===== src/rtl/tpu_pkg.sv =====
// Shared TPU definitions: default datapath widths and the reader FSM state encoding,
// used by both the load path and the result reader.
package tpu_pkg;

  localparam int DATAWITH   = 16;
  localparam int ADDR_WIDTH = 10;
  localparam int ARRAY_SIZE = 2;

  typedef enum logic [1:0] {
    ST_IDLE  = 2'd0,
    ST_READ  = 2'd1,
    ST_DRAIN = 2'd2,
    ST_DONE  = 2'd3
  } rd_state_e;

endpackage


===== src/rtl/result_fifo.sv =====
// Synchronous FIFO with a registered head word: pop_data_o comes straight from a flop,
// and a push and pop in the same cycle are accepted at any occupancy, full included.
module result_fifo #(
  parameter  int width = 16,
  parameter  int depth = 4,
  localparam int ptr_w = $clog2(depth),
  localparam int cnt_w = $clog2(depth) + 1
) (
  input  logic             clk,
  input  logic             reset,
  input  logic             push_i,
  input  logic [width-1:0] push_data_i,
  input  logic             pop_i,
  output logic [width-1:0] pop_data_o,
  output logic             full_o,
  output logic             empty_o,
  output logic [cnt_w-1:0] count_o
);

  localparam logic [cnt_w-1:0] FULL_CNT = cnt_w'(depth);

  logic [width-1:0] mem_q [depth];
  logic [ptr_w-1:0] rd_ptr_q, rd_ptr_d;
  logic [ptr_w-1:0] wr_ptr_q, wr_ptr_d;
  logic [cnt_w-1:0] count_q, count_d, remain;
  logic [width-1:0] head_q, head_d;
  logic             do_push, do_pop;

  assign do_pop  = pop_i && (count_q != '0);
  assign do_push = push_i && ((count_q != FULL_CNT) || do_pop);

  always_comb begin
    rd_ptr_d = rd_ptr_q + ptr_w'(do_pop);
    wr_ptr_d = wr_ptr_q + ptr_w'(do_push);
    remain   = count_q - cnt_w'(do_pop);
    count_d  = remain + cnt_w'(do_push);
    head_d   = head_q;
    // The head flop reloads from the bypassed push word when the FIFO would otherwise
    // be empty, else from the stored entry that becomes the new head.
    if (do_push && (remain == '0)) begin
      head_d = push_data_i;
    end else if (remain != '0) begin
      head_d = mem_q[rd_ptr_d];
    end
  end

  // NOTE: storage carries no reset; validity is tracked by count_q alone, so the array stays plain RAM.
  always_ff @(posedge clk) begin
    if (do_push) begin
      mem_q[wr_ptr_q] <= push_data_i;
    end
  end

  always_ff @(posedge clk) begin
    if (reset) begin
      rd_ptr_q <= '0;
      wr_ptr_q <= '0;
      count_q  <= '0;
      head_q   <= '0;
    end else begin
      rd_ptr_q <= rd_ptr_d;
      wr_ptr_q <= wr_ptr_d;
      count_q  <= count_d;
      head_q   <= head_d;
    end
  end

  assign pop_data_o = head_q;
  assign full_o     = (count_q == FULL_CNT);
  assign empty_o    = (count_q == '0);
  assign count_o    = count_q;

endmodule


===== src/rtl/tpu_result_reader.sv =====
// Walks a contiguous window of the result SRAM, absorbs the one-cycle read latency in
// result_fifo and streams the words out on a valid/ready interface.
module tpu_result_reader
  import tpu_pkg::*;
#(
  parameter int datawith   = DATAWITH,
  parameter int array_size = ARRAY_SIZE,
  parameter int addr_width = ADDR_WIDTH,
  parameter int fifo_depth = 4
) (
  input  logic                  clk,
  input  logic                  reset,
  input  logic                  start,
  input  logic [addr_width-1:0] base_addr,
  input  logic [addr_width:0]   count,
  output logic                  mem_rd_en,
  output logic [addr_width-1:0] mem_rd_addr,
  input  logic [datawith-1:0]   mem_rd_data,
  output logic                  out_valid,
  input  logic                  out_ready,
  output logic [datawith-1:0]   out_data,
  output logic                  out_last,
  output logic                  busy,
  output logic                  done
);

  localparam int cnt_w = $clog2(fifo_depth) + 1;
  localparam logic [addr_width:0]   CNT_ONE   = (addr_width + 1)'(1);
  localparam logic [addr_width-1:0] ADDR_ONE  = addr_width'(1);
  localparam logic [cnt_w:0]        DEPTH_CNT = (cnt_w + 1)'(fifo_depth);

  if ((fifo_depth < 2) || ((fifo_depth & (fifo_depth - 1)) != 0)) begin : g_bad_depth
    $error("fifo_depth must be a power of two and at least 2");
  end
  if (array_size * array_size >= (1 << (addr_width + 1))) begin : g_bad_count
    $error("array_size*array_size does not fit the count port");
  end

  rd_state_e             state_q, state_d;
  logic [addr_width-1:0] addr_q;
  logic [addr_width:0]   issue_q;
  logic [addr_width:0]   deliver_q;
  logic                  inflight_q;
  logic [cnt_w-1:0]      fifo_count;
  logic                  fifo_full, fifo_empty;
  logic                  handshake, can_issue;

  assign handshake = out_valid && out_ready;
  // Room is judged on words already owned (FIFO plus the read in flight); a same-cycle
  // pop is not credited, so the FIFO can never overflow.
  assign can_issue = (issue_q != '0) && !fifo_full &&
                     (({1'b0, fifo_count} + (cnt_w + 1)'(inflight_q)) < DEPTH_CNT);

  always_ff @(posedge clk) begin
    if (reset) begin
      state_q <= ST_IDLE;
    end else begin
      state_q <= state_d;
    end
  end

  // NOTE: state_d gets a default before the case, so no path through this block infers a latch.
  always_comb begin
    state_d = state_q;
    unique case (state_q)
      ST_IDLE:  if (start) state_d = (count == '0) ? ST_DONE : ST_READ;
      ST_READ:  if (mem_rd_en && (issue_q == CNT_ONE)) state_d = ST_DRAIN;
      ST_DRAIN: if (handshake && out_last) state_d = ST_DONE;
      ST_DONE:  state_d = ST_IDLE;
    endcase
  end

  always_comb begin
    mem_rd_en = 1'b0;
    busy      = 1'b0;
    done      = 1'b0;
    unique case (state_q)
      ST_IDLE:  ;
      ST_READ:  begin busy = 1'b1; mem_rd_en = can_issue; end
      ST_DRAIN: busy = 1'b1;
      ST_DONE:  done = 1'b1;
    endcase
  end

  // NOTE: non-blocking assignments so every register here samples pre-edge values.
  always_ff @(posedge clk) begin
    if (reset) begin
      addr_q     <= '0;
      issue_q    <= '0;
      deliver_q  <= '0;
      inflight_q <= 1'b0;
    end else begin
      inflight_q <= mem_rd_en;
      if ((state_q == ST_IDLE) && start) begin
        addr_q    <= base_addr;
        issue_q   <= count;
        deliver_q <= count;
      end else begin
        if (mem_rd_en) begin
          addr_q  <= addr_q + ADDR_ONE;
          issue_q <= issue_q - CNT_ONE;
        end
        if (handshake) begin
          deliver_q <= deliver_q - CNT_ONE;
        end
      end
    end
  end

  result_fifo #(
    .width (datawith),
    .depth (fifo_depth)
  ) u_fifo (
    .clk         (clk),
    .reset       (reset),
    .push_i      (inflight_q),
    .push_data_i (mem_rd_data),
    .pop_i       (handshake),
    .pop_data_o  (out_data),
    .full_o      (fifo_full),
    .empty_o     (fifo_empty),
    .count_o     (fifo_count)
  );

  assign mem_rd_addr = addr_q;
  assign out_valid   = !fifo_empty;
  assign out_last    = out_valid && (deliver_q == CNT_ONE);

endmodule


===== config.mk =====
export PLATFORM = sky130hd
export DESIGN_NAME = tpu_result_reader
export DESIGN_NICKNAME = d
export VERILOG_FILES = /design/src/rtl/tpu_pkg.sv /design/src/rtl/result_fifo.sv /design/src/rtl/tpu_result_reader.sv
export SDC_FILE = /design/constraint.sdc
export NUM_CORES = 1
export LEC_CHECK = 0
export BUFFER_PORTS_ARGS = -buffer_cell sky130_fd_sc_hd__buf_4
export CELL_PAD_IN_SITES_DETAIL_PLACEMENT = 0
export CELL_PAD_IN_SITES_GLOBAL_PLACEMENT = 1
export CORE_ASPECT_RATIO = 1.1
export CORE_MARGIN = 2
export CORE_UTILIZATION = 44
export CTS_CLUSTER_SIZE = 14
export DETAILED_ROUTE_END_ITERATION = 16
export GPL_TIMING_DRIVEN = 1
export PLACE_DENSITY_LB_ADDON = 0.15
export SKIP_LAST_GASP = 1
export SLEW_MARGIN = 15
export SYNTH_ARGS = -nofsm -noshare
export SYNTH_HDL_FRONTEND = slang
export SYNTH_HIERARCHICAL = 1
export SYNTH_SLANG_ARGS = --single-unit

===== constraint.sdc =====
create_clock -name clk -period 4.76 [get_ports clk]
set_input_delay 0.238 -clock clk [delete_from_list [all_inputs] [get_ports clk]]
set_output_delay 0.238 -clock clk [all_outputs]
set_load 0.02 [all_outputs]

==> flow_summary.html <==
<table>
<tr><th>Metric</th><th>Value</th></tr>
<tr><th colspan="2">STA</th></tr>
<tr><td>Sum Neg Setup Slack</td><td>0 ps</td></tr>
<tr><td>Final hold vios</td><td>0</td></tr>
<tr><td>Post-layout minimum cycle time</td><td>3340 ps</td></tr>
<tr><td>Relative slew slack</td><td>29.1%</td></tr>
<tr><td>Setup repair after global routing missed its margin</td><td>false</td></tr>
<tr><td>Setup violations, final</td><td>0</td></tr>
<tr><td>Slew at the pin with the worst max-slew slack</td><td>1060 ps</td></tr>
<tr><td>Crit share post-route</td><td>approximately 70%</td></tr>
<tr><td>Highest clock rate</td><td>around 300 MHz</td></tr>
<tr><td>Setup Skew</td><td>13.3 ps</td></tr>
<tr><td>Final count of pins violating max slew</td><td>0</td></tr>
<tr><th colspan="2">Final layout</th></tr>
<tr><td>Total area of sequential cells</td><td>slightly above 0.003 sq mm</td></tr>
<tr><td>Final layout net count</td><td>579</td></tr>
<tr><td>Filler cell count</td><td>1,035</td></tr>
<tr><td>Antenna cell count</td><td>0</td></tr>
<tr><td>Area of combinational cells with multiple inputs</td><td>0.00229 sq mm</td></tr>
<tr><td>Final instance count without filler cells</td><td>slightly below 700</td></tr>
<tr><td>Area Overhead vs Synth</td><td>23.0%</td></tr>
<tr><td>Share of layout cells above drive strength 1</td><td>25.1%</td></tr>
<tr><th colspan="2">Yosys</th></tr>
<tr><td>Area share of the largest cell type after synthesis</td><td>34.8%</td></tr>
<tr><td>Top FF cell, synth</td><td>sky130_fd_sc_hd__edfxtp_1</td></tr>
<tr><td>Biggest area contributors in the synthesized netlist</td><td>sky130_fd_sc_hd__edfxtp_1, sky130_fd_sc_hd__dfxtp_1, sky130_fd_sc_hd__mux2i_1, sky130_fd_sc_hd__ha_1, sky130_fd_sc_hd__xnor2_1</td></tr>
<tr><td>Unique cell type count in the Yosys netlist</td><td>48</td></tr>
<tr><td>Number of synthesized flops with an enable pin</td><td>64</td></tr>
<tr><td>Leading area contributor after synthesis</td><td>sky130_fd_sc_hd__edfxtp_1</td></tr>
<tr><td>Async set-reset flop share out of synthesis</td><td>0%</td></tr>
<tr><td>Synthesized Nets</td><td>slightly above 500</td></tr>
<tr><td>Synthesized netlist cell count</td><td>around 450</td></tr>
<tr><td>#FFs+latches synth</td><td>around 120</td></tr>
<tr><td>Cell with the most instances after synthesis</td><td>sky130_fd_sc_hd__edfxtp_1</td></tr>
<tr><td>Count of warnings emitted by yosys</td><td>6</td></tr>
<tr><td>Average cell area after synthesis</td><td>12.4 sq um</td></tr>
<tr><td>List of most frequent post-synthesis cells</td><td>sky130_fd_sc_hd__edfxtp_1, sky130_fd_sc_hd__dfxtp_1, sky130_fd_sc_hd__mux2i_1</td></tr>
<tr><td>Sequential-to-total area share from yosys stat</td><td>55.8%</td></tr>
<tr><td>Netlist Area Pre-Place</td><td>between 0.005 and 0.006 sq mm</td></tr>
<tr><th colspan="2">Critical path</th></tr>
<tr><td>Internal reg-to-reg setup slack</td><td>1420 ps</td></tr>
<tr><td>Cell type of the slowest stage on the worst timing path</td><td>sky130_fd_sc_hd__xor2_4</td></tr>
<tr><td>Type of the worst setup path</td><td>flip-flop to flip-flop</td></tr>
<tr><td>Delay of the slowest cell on the worst path</td><td>760 ps</td></tr>
<tr><td>RR Endpoint</td><td>u_fifo/pop_data_o[10]</td></tr>
<tr><td>Beginning of the worst register-to-register path</td><td>u_fifo/count_o[0]</td></tr>
<tr><td>Required time worst endpoint</td><td>roughly 5000 ps</td></tr>
<tr><td>Peak fanout along the critical path</td><td>21</td></tr>
<tr><td>Depth of the worst register-to-register path</td><td>9</td></tr>
<tr><td>Cell with the most instances on the worst path</td><td>sky130_fd_sc_hd__nor2b_1</td></tr>
<tr><td>Count of buffer and inverter cells on the critical path</td><td>1</td></tr>
<tr><td>Startpoint Class</td><td>flip-flop</td></tr>
<tr><td>Worst path arrival time</td><td>3610 ps</td></tr>
<tr><td>Capturing element type of the critical path</td><td>flip-flop</td></tr>
<tr><td>Cell-by-cell listing of the critical path</td><td>nor3_1 -&gt; nor2b_1 -&gt; nor2b_1 -&gt; ha_1 -&gt; xor2_4 -&gt; buf_4 -&gt; mux2i_1 -&gt; o22a_1 -&gt; o21ai_2</td></tr>
<tr><td>Top cell family by delay on the critical path</td><td>simple AND/OR/NAND/NOR gates</td></tr>
<tr><th colspan="2">Min path</th></tr>
<tr><td>Class of the worst hold path</td><td>primary input to flip-flop</td></tr>
<tr><td>Hold path cells</td><td>1</td></tr>
<tr><td>Hold worst-path end</td><td>u_fifo/mem_q[2][11]</td></tr>
<tr><td>Min-delay src</td><td>mem_rd_data[11]</td></tr>
<tr><th colspan="2">Drt</th></tr>
<tr><td>Post-DR wirelength/cell</td><td>17.0 um</td></tr>
<tr><td>Number of vias after detailed routing</td><td>between 3,000 and 4,000</td></tr>
<tr><td>Total Routed Length</td><td>11,700 um</td></tr>
<tr><td>Final antenna-violating net count</td><td>0</td></tr>
<tr><td>Iteration count of the initial detailed-routing pass</td><td>4</td></tr>
<tr><td>Remaining design rule violation count</td><td>0</td></tr>
<tr><td>Starting DRT DRC Count</td><td>165</td></tr>
<tr><td>Via/cell ratio</td><td>5.34</td></tr>
<tr><th colspan="2">Run status</th></tr>
<tr><td>Outcome</td><td>complete, no violations</td></tr>
<tr><th colspan="2">Global routing</th></tr>
<tr><td>GR Util All Layers</td><td>18.4%</td></tr>
<tr><td>Number of global-route vias before repair</td><td>3,763</td></tr>
<tr><td>Largest net degree at the start of global routing</td><td>35</td></tr>
<tr><td>Total grt overflow</td><td>0</td></tr>
<tr><td>Global-route wire length before repair</td><td>19,000 um</td></tr>
<tr><td>Number of antenna violations at the first check in global routing</td><td>0</td></tr>
<tr><th colspan="2">Floorplanning</th></tr>
<tr><td>Site Rows</td><td>42</td></tr>
<tr><td>Core outline area</td><td>~0.012 sq mm</td></tr>
<tr><td>Count of pins on the block boundary</td><td>72</td></tr>
<tr><td>Die span in y</td><td>122 um</td></tr>
<tr><td>Die width</td><td>approximately 110 um</td></tr>
<tr><td>Initial core utilization</td><td>45.5%</td></tr>
<tr><td>Total die area</td><td>0.0135 sq mm</td></tr>
<tr><th colspan="2">CTS</th></tr>
<tr><td>Insertion delay of the later-clocked pin in the worst-skew pair</td><td>420 ps</td></tr>
<tr><td>Number of sinks handled by clock tree synthesis</td><td>122</td></tr>
<tr><td>Clock slew at reported path FFs</td><td>~60 ps</td></tr>
<tr><td>Clock tree from TritonCTS</td><td>yes</td></tr>
<tr><td>Resized Gates After CTS</td><td>0</td></tr>
<tr><td>Maximum clock insertion buffer count</td><td>2</td></tr>
<tr><td>Post CTS Setup Buffer Count</td><td>0</td></tr>
<tr><td>Inserted Clock Buffers</td><td>17</td></tr>
<tr><td>Hold_buf cts</td><td>0</td></tr>
<tr><td>Buffer type at the clock tree root</td><td>sky130_fd_sc_hd__clkbuf_16</td></tr>
<tr><td>Clock H-tree levels</td><td>4</td></tr>
<tr><th colspan="2">Job</th></tr>
<tr><td>Maxcap violations</td><td>0</td></tr>
<tr><th colspan="2">Placement</th></tr>
<tr><td>Number of cells after detailed placement</td><td>about 660</td></tr>
<tr><td>Weighted congestion at the end of routability-driven global placement</td><td>0.745</td></tr>
<tr><td>HPWL after DPL</td><td>7890 um</td></tr>
<tr><td>Port Buf Inserts</td><td>71</td></tr>
<tr><th colspan="2">Pwr</th></tr>
<tr><td>Areal power density over the cells</td><td>575 mW/mm^2</td></tr>
<tr><td>P_leak</td><td>2.54 nW</td></tr>
<tr><td>IR drop worst, VDD</td><td>0.303 mV</td></tr>
</table>
placed cells by master (no fill, tap or decap), types with 3 or more instances in the layout:
master / instances
sky130_fd_sc_hd__a211oi_1: 9
sky130_fd_sc_hd__a21oi_1: 26
sky130_fd_sc_hd__and3_1: 4
sky130_fd_sc_hd__and4_1: 3
sky130_fd_sc_hd__buf_4: 76
sky130_fd_sc_hd__bufinv_16: 4
sky130_fd_sc_hd__clkbuf_16: 17
sky130_fd_sc_hd__clkinv_2: 5
sky130_fd_sc_hd__clkinvlp_4: 3
sky130_fd_sc_hd__dfxtp_1: 58
sky130_fd_sc_hd__edfxtp_1: 64
sky130_fd_sc_hd__ha_1: 17
sky130_fd_sc_hd__inv_1: 13
sky130_fd_sc_hd__mux2i_1: 48
sky130_fd_sc_hd__nand2_1: 14
sky130_fd_sc_hd__nand3_1: 11
sky130_fd_sc_hd__nand4_1: 5
sky130_fd_sc_hd__nor2_1: 20
sky130_fd_sc_hd__nor2b_1: 10
sky130_fd_sc_hd__nor3_1: 11
sky130_fd_sc_hd__nor4_1: 6
sky130_fd_sc_hd__nor4_2: 6
sky130_fd_sc_hd__o21ai_1: 5
sky130_fd_sc_hd__o21ai_2: 14
sky130_fd_sc_hd__o21bai_1: 10
sky130_fd_sc_hd__o22a_1: 16
sky130_fd_sc_hd__xnor2_1: 18
sky130_fd_sc_hd__xor2_1: 12
area by class of cell:
cell class / count / area share [%]
clock inverter: 13 / 2.60
tap: 154 / 2.84
clock buffer: 19 / 6.37
multi-input combinational: 290 / 33.7
inverter: 14 / 0.773
timing repair buffer: 76 / 8.40
sequential: 122 / 45.4
worst register-to-register path, cell delays in order, from the launching register on:
cell	delay, ps
sky130_fd_sc_hd__dfxtp_1	440
sky130_fd_sc_hd__nor3_1	130
sky130_fd_sc_hd__nor2b_1	520
sky130_fd_sc_hd__nor2b_1	270
sky130_fd_sc_hd__ha_1	280
sky130_fd_sc_hd__xor2_4	770
sky130_fd_sc_hd__buf_4	350
sky130_fd_sc_hd__mux2i_1	220
sky130_fd_sc_hd__o22a_1	160
sky130_fd_sc_hd__o21ai_2	50
how the worst max path moves through the flow:
stage                 startpoint               endpoint  slack (ps)  cells past startpoint
3_3_place_gp   u_fifo/count_o[0]   u_fifo/pop_data_o[9]        1550                      9
3_5_place_dp   u_fifo/count_o[0]  u_fifo/pop_data_o[15]        1390                      9
2_1_floorplan  u_fifo/count_o[2]     u_fifo/mem_q[1][0]        1960                      6
4_1_cts        u_fifo/count_o[0]  u_fifo/pop_data_o[15]        1400                      9
5_1_grt        u_fifo/count_o[0]  u_fifo/pop_data_o[13]        1170                      9
6_report       u_fifo/count_o[0]  u_fifo/pop_data_o[10]        1420                      9
where the power goes:
part | total (mW) | switching, mW | internal (mW) | leakage, nW
registers | 1.48 | 0.175 | 1.31 | 1.05
clock network | 1.31 | 0.437 | 0.869 | 0.292
logic | 1.12 | 0.652 | 0.470 | 1.19
flip-flops by register name (all words and copies together), names as in the netlist:
| signal | count |
|---|---|
| u_fifo/mem_q | 64 |
| u_fifo/pop_data_o | 16 |
| deliver_q | 11 |
| issue_q | 11 |
| mem_rd_addr | 10 |
| u_fifo/count_o | 3 |
| state_q | 2 |
| u_fifo/rd_ptr_q | 2 |
| u_fifo/wr_ptr_q | 2 |
| inflight_q | 1 |
cell families (layout without fill, tap and decap cells):
kind of cell	count (synthesis)	in the layout	synth area share, %
buffers and inverters	33	122	3.64
and+or+nand+nor	105	105	11.2
muxes	48	48	8.69
DFF	122	122	55.8
AOI/OAI and AO/OA	89	89	11.6
adders and majority gates	17	17	3.85
xor gates and xnor gates	31	31	5.25
per-layer routing:
metal	GRT usage (%)	up-vias	part of all wire, %
met3	4.98	16	3.2
met4	7.34	0	1.9
met1	20.9	1770	43
met5	0	-	0
met2	33.1	70	52
li1	-	1820	-
stage by stage:
step | setup WS (ps) | util [%] | cell area [sq um] | hold WS, ps | power, mW
floorplan | 1960 | - | 5530 | 310 | 2.25
global placement | 1550 | 51.0 | 6190 | 447 | 2.61
detailed placement | 1390 | 51.0 | 6190 | 454 | 2.63
CTS | 1400 | 56.0 | 6800 | 12.9 | 3.95
global route | 1170 | 56.0 | 6800 | 23.5 | 4.12
finish | 1420 | 56.0 | 6800 | 30.8 | 3.91
Power figures use the tool's default switching activity.
